==> src/rtl/instr_fetch.sv <==
// rtl/instr_fetch.sv - in-order instruction fetch unit with redirect flush and stale-response dropping
// Optional misaligned-redirect trap: define IFETCH_MISALIGN_CHK_EN.
module instr_fetch #(
    parameter logic [31:0] RESET_PC        = 32'h0000_0000,
    parameter int          MAX_OUTSTANDING = 2
) (
    input  logic        clk,
    input  logic        rst,
    output logic        imem_req_valid,
    input  logic        imem_req_ready,
    output logic [31:0] imem_addr,
    input  logic        imem_rsp_valid,
    input  logic [31:0] imem_rsp_data,
    input  logic        redirect_valid,
    input  logic [31:0] redirect_pc,
    output logic        inst_valid,
    input  logic        inst_ready,
    output logic [31:0] inst,
    output logic [31:0] inst_pc,
    output logic        fetch_exc
);

    localparam logic [2:0] MAX_C   = 3'(MAX_OUTSTANDING);
    localparam logic [1:0] LAST_PTR = 2'(MAX_OUTSTANDING - 1);

    logic [31:0] pc_q, pc_d;
    logic [31:0] fifo_inst_q [4];
    logic [31:0] fifo_pc_q   [4];
    logic [1:0]  wr_ptr_q, wr_ptr_d, rd_ptr_q, rd_ptr_d;
    logic [2:0]  count_q, count_d;
    logic [2:0]  in_flight_q, in_flight_d;
    logic [7:0]  stale_q, stale_d;
    logic        halt_q, halt_d;

    logic        req_fire, rsp_live, push, pop;
    logic [31:0] rsp_pc, redirect_target;

    // Live in-flight requests are consecutive since the last redirect, so the
    // oldest one's address is recovered from the fetch PC.
    assign rsp_pc          = pc_q - {27'b0, in_flight_q, 2'b00};
    assign redirect_target = redirect_pc & 32'hFFFF_FFFC;

    assign imem_addr      = pc_q;
    assign imem_req_valid = !rst && !halt_q && !redirect_valid && ((in_flight_q + count_q) < MAX_C);
    assign req_fire       = imem_req_valid && imem_req_ready;
    assign rsp_live       = imem_rsp_valid && (stale_q == 8'd0);
    assign push           = rsp_live && !redirect_valid;
    assign inst_valid     = !rst && (count_q != 3'd0);
    assign pop            = inst_valid && inst_ready && !redirect_valid;
    assign inst           = fifo_inst_q[rd_ptr_q];
    assign inst_pc        = fifo_pc_q[rd_ptr_q];
    assign fetch_exc      = halt_q;

    always_comb begin
        pc_d        = pc_q;
        wr_ptr_d    = wr_ptr_q;
        rd_ptr_d    = rd_ptr_q;
        count_d     = count_q;
        in_flight_d = in_flight_q;
        stale_d     = stale_q;
        halt_d      = halt_q;
        if (redirect_valid) begin
            pc_d        = redirect_target;
            wr_ptr_d    = 2'd0;
            rd_ptr_d    = 2'd0;
            count_d     = 3'd0;
            in_flight_d = 3'd0;
            stale_d     = stale_q + {5'b0, in_flight_q} - {7'b0, imem_rsp_valid};
`ifdef IFETCH_MISALIGN_CHK_EN
            halt_d      = (redirect_pc[1:0] != 2'b00);
`endif
        end else begin
            if (req_fire) pc_d = pc_q + 32'd4;
            in_flight_d = in_flight_q + {2'b0, req_fire} - {2'b0, rsp_live};
            if (imem_rsp_valid && !rsp_live) stale_d = stale_q - 8'd1;
            if (push) wr_ptr_d = (wr_ptr_q == LAST_PTR) ? 2'd0 : wr_ptr_q + 2'd1;
            if (pop)  rd_ptr_d = (rd_ptr_q == LAST_PTR) ? 2'd0 : rd_ptr_q + 2'd1;
            count_d = count_q + {2'b0, push} - {2'b0, pop};
        end
    end

    always_ff @(posedge clk) begin
        if (rst) begin
            pc_q        <= RESET_PC;
            wr_ptr_q    <= 2'd0;
            rd_ptr_q    <= 2'd0;
            count_q     <= 3'd0;
            in_flight_q <= 3'd0;
            stale_q     <= 8'd0;
            halt_q      <= 1'b0;
        end else begin
            pc_q        <= pc_d;
            wr_ptr_q    <= wr_ptr_d;
            rd_ptr_q    <= rd_ptr_d;
            count_q     <= count_d;
            in_flight_q <= in_flight_d;
            stale_q     <= stale_d;
            halt_q      <= halt_d;
        end
    end

    always_ff @(posedge clk) begin
        if (push) begin
            fifo_inst_q[wr_ptr_q] <= imem_rsp_data;
            fifo_pc_q[wr_ptr_q]   <= rsp_pc;
        end
    end

endmodule

==> config.mk <==
export PLATFORM = sky130hd
export DESIGN_NAME = instr_fetch
export DESIGN_NICKNAME = d
export VERILOG_FILES = /design/src/rtl/instr_fetch.sv
export SDC_FILE = /design/constraint.sdc
export NUM_CORES = 1
export LEC_CHECK = 0
export CAP_MARGIN = 20
export CORE_ASPECT_RATIO = 0.75
export CORE_UTILIZATION = 40
export DETAILED_ROUTE_END_ITERATION = 10
export PLACE_DENSITY = 0.7
export SKIP_CTS_REPAIR_TIMING = 1
export SYNTH_ARGS = -nofsm -noshare
export SYNTH_HDL_FRONTEND = slang
export SYNTH_SLANG_ARGS = --single-unit
export TNS_END_PERCENT = 5
==> constraint.sdc <==
create_clock -name clk -period 4.5 [get_ports clk]
set_input_delay 0.9 -clock clk [delete_from_list [all_inputs] [get_ports clk]]
set_output_delay 0.9 -clock clk [all_outputs]
set_load 0.05 [all_outputs]
==> results.md <==
* Yosys top cell by area: edfxtp_1
* Die width at 210.2 µm
* Avg WL per Cell at 19.99 µm
* Reg-to-reg slack, setup at 1490 ps
* Total grt overflow at 0
* Hold_sp: rd_ptr_q[1]
* RR Startpoint: in_flight_q[1]
* Status: finished clean
* Area growth syn-to-layout at 23.13%
* Routed wl met2 at 13.66 mm
* RSZ-0062 raised after global routing: no
* Worst-Margin Slew at 797.4 ps
* Unique cell type count in the Yosys netlist at 62
* FF-to-FF path depth at 13
* Max Cap Viol at 0
* Final ANT Viol Nets at 0
* Area contributors post-synth: edfxtp_1 57%, mux4_2 11%, dfxtp_1 7.7%
* Finish-stage setup viols at 0
* Top Layer Used: met4
* Initial antenna violation count at 2
* LEAKAGE at 5.236 nW
* CP Launch Type: flop
* Pwr dens at 418.0 nW/µm²
* Routed length on met3 at 2.004 mm
* Critical path type: reg -> out
* Async SR Flop Fraction at 0%
* Peak supply drop at 295.0 µV
* Max Slew Vio Count at 0
* GPL Wtd Cong at 0.8378
* Tot Pwr at 6.693 mW
* Yosys warns at 0
* Clock sinks at 298
* Crit path max fanout at 29
* Fin crit period at 3745 ps
* CTS Buffer Depth at 3
* CP endpoint kind: primary output
* CTS tree: yes
* Die area at 33240 µm²
* Skew-Pair Late Insertion Delay at 570 ps
* Inserted Clock Buffers at 30
* Clock transition at path regs at 60 ps
* Top FF cell, synth: edfxtp_1
* Syn Area/Cell at 15.23 µm²
* Root Buffer: clkbuf_16
* Initial Util at 41.15%
* Fraction of layout instances using a drive strength above 1 at 14.72%
* Final WL at 29.25 mm
* CP Data Required Time at 3600 ps
* CTS H-tree depth at 1
* GRT Total Usage at 17.56%
* Core area at 31600 µm²
* Vias in the first global route at 7672
* Global-route wire length before repair at 44.61 mm
* Vias per inst at 5.298
* Final HPWL DP at 19.30 mm
* Hold Violations, Final at 0
* Mapped cell area at 13000 µm²
* Area share of the largest cell type after synthesis at 57.27%
* #FFs+latches synth at 298
* EDFF count, synth at 248
* Hold Path Depth at 1
* Post-Route M1 WL at 12.88 mm
* Seq/Total Area, Yosys at 64.97%
* Nets at 1107
* Worst Hold Class: reg -> reg
* Rel. slew slack at 46.55%
* Cells after Synth at 854
* Number of port buffers at 161
* DRC Markers at 0
* 1st-pass router iterations at 5
* WHS at 454.5 ps
* Largest net degree at the start of global routing at 63
* IO Count at 169
* Max Fclk at 267.0 MHz
* Die outline height at 158.1 µm
* Critical path arrival at 2850 ps
* Number of core rows at 56
* Worst reg2reg path endpoint: in_flight_q[2]
* Final period util at 83.23%
* Vias post-DR at 7751
* Setup Skew at 14.19 ps
* 1st-iter DRT viols at 632
## Yosys cell counts (6+ instances only)
| cell type | instances |
|---|---|
| nand4_1 | 10 |
| nor4_2 | 7 |
| nor4_1 | 8 |
| nand3_1 | 10 |
| nand2_1 | 51 |
| or4_1 | 7 |
| or3_1 | 9 |
| clkbuf_1 | 31 |
| xor2_1 | 16 |
| nor2_1 | 42 |
| o21ai_0 | 21 |
| and3_1 | 9 |
| dfxtp_1 | 50 |
| ha_1 | 25 |
| inv_1 | 40 |
| a31oi_1 | 15 |
| buf_2 | 20 |
| xnor2_1 | 26 |
| mux4_2 | 62 |
| edfxtp_1 | 248 |
| or2_2 | 6 |
| nor3_1 | 17 |
| a21oi_1 | 28 |
| a211oi_1 | 8 |
## metal layers
metal | vias up | GRT usage [%]
li1 | 3581 | -
met1 | 3874 | 24.31
met2 | 248 | 28.18
met3 | 48 | 3.729
met4 | 0 | 4.623
met5 | - | 0
## placed cells by master, fill, tap and decap left out, types with 6 or more instances in the layout
cell type / Yosys / final
a31oi_1: 15 / 15
buf_4: 5 / 10
a21oi_1: 28 / 28
or4_1: 7 / 7
edfxtp_1: 248 / 248
ha_1: 25 / 25
clkbuf_1: 31 / 8
nand2_1: 51 / 51
nand4_1: 10 / 10
dfxtp_1: 50 / 48
nor3_1: 17 / 17
xnor2_1: 26 / 26
nor4_1: 8 / 8
mux4_2: 62 / 62
o21ai_0: 21 / 21
or3_1: 9 / 9
nand3_1: 10 / 10
or2_2: 6 / 6
clkdlybuf4s50_1: 0 / 158
xor2_1: 16 / 16
clkbuf_16: 0 / 30
nor4_2: 7 / 7
and3_1: 9 / 9
buf_12: 0 / 7
inv_1: 40 / 40
clkinv_1: 0 / 7
a211oi_1: 8 / 8
nor2_1: 42 / 38
## where the power goes
group          leakage (nW)  switching, mW  internal (mW)
clock network         0.417           1.02           1.24
registers              2.66         0.0867           3.12
logic                  2.16          0.728          0.497
total                  5.24           1.84           4.86
## critical path: stages (launching register included)
cell	delay, ps
dfxtp_4	630
buf_12	310
mux4_2	550
clkdlybuf4s50_1	730
## registers in the layout, summed over array words and instances, names as in the netlist, named ones only
signal	count
rd_ptr_q	2
fifo_pc_q	120
count_q	3
imem_addr	30
stale_q	8
in_flight_q	3
fifo_inst_q	128
wr_ptr_q	2
## worst max-delay path by stage
stage,start,endpoint,depth (start not counted),slack [ps]
2_1_floorplan,redirect_valid,fifo_inst_q[0][0],4,-350
3_3_place_gp,imem_rsp_valid,fifo_inst_q[2][11],6,1070
3_5_place_dp,imem_rsp_valid,fifo_inst_q[2][17],6,1060
4_1_cts,flop,inst_pc[18],3,680
5_1_grt,flop,inst_pc[18],3,610
6_report,flop,inst[12],3,750
## cells by family after synthesis
family / Yosys count / synth area share [%]
and+or+nand+nor: 212 / 9.314
muxes: 67 / 11.15
xor gates and xnor gates: 43 / 3.012
adders and majority gates: 30 / 3.175
AOI/OAI and AO/OA: 103 / 5.071
buffers and inverters: 100 / 3.281
other: 1 / 0.02884
DFF: 298 / 64.97
## area by class of cell
class | instances | area [µm²]
antenna | 2 | 5.005
clock buffer | 39 | 794.5
clock inverter | 12 | 85.08
fill | 2638 | 15590
inverter | 41 | 153.9
multi-input combinational | 460 | 4174
sequential | 298 | 8453
tap | 435 | 544.3
timing repair buffer | 176 | 1802
## per-stage QoR
step                      util [%]  setup TNS [ps]  setup WS [ps]  instances  cell area (µm²)
after floorplan                  -          -60810         -347.3        858            13020
after global placement       47.87               0           1068       1410            15130
after detailed placement     47.87               0           1057       1410            15130
after CTS                    50.65               0          683.7       1461            16010
after global routing         50.67               0          611.5       1463            16010
final                        50.67               0          754.5       1463            16010
(Power assumes the default switching activity.)
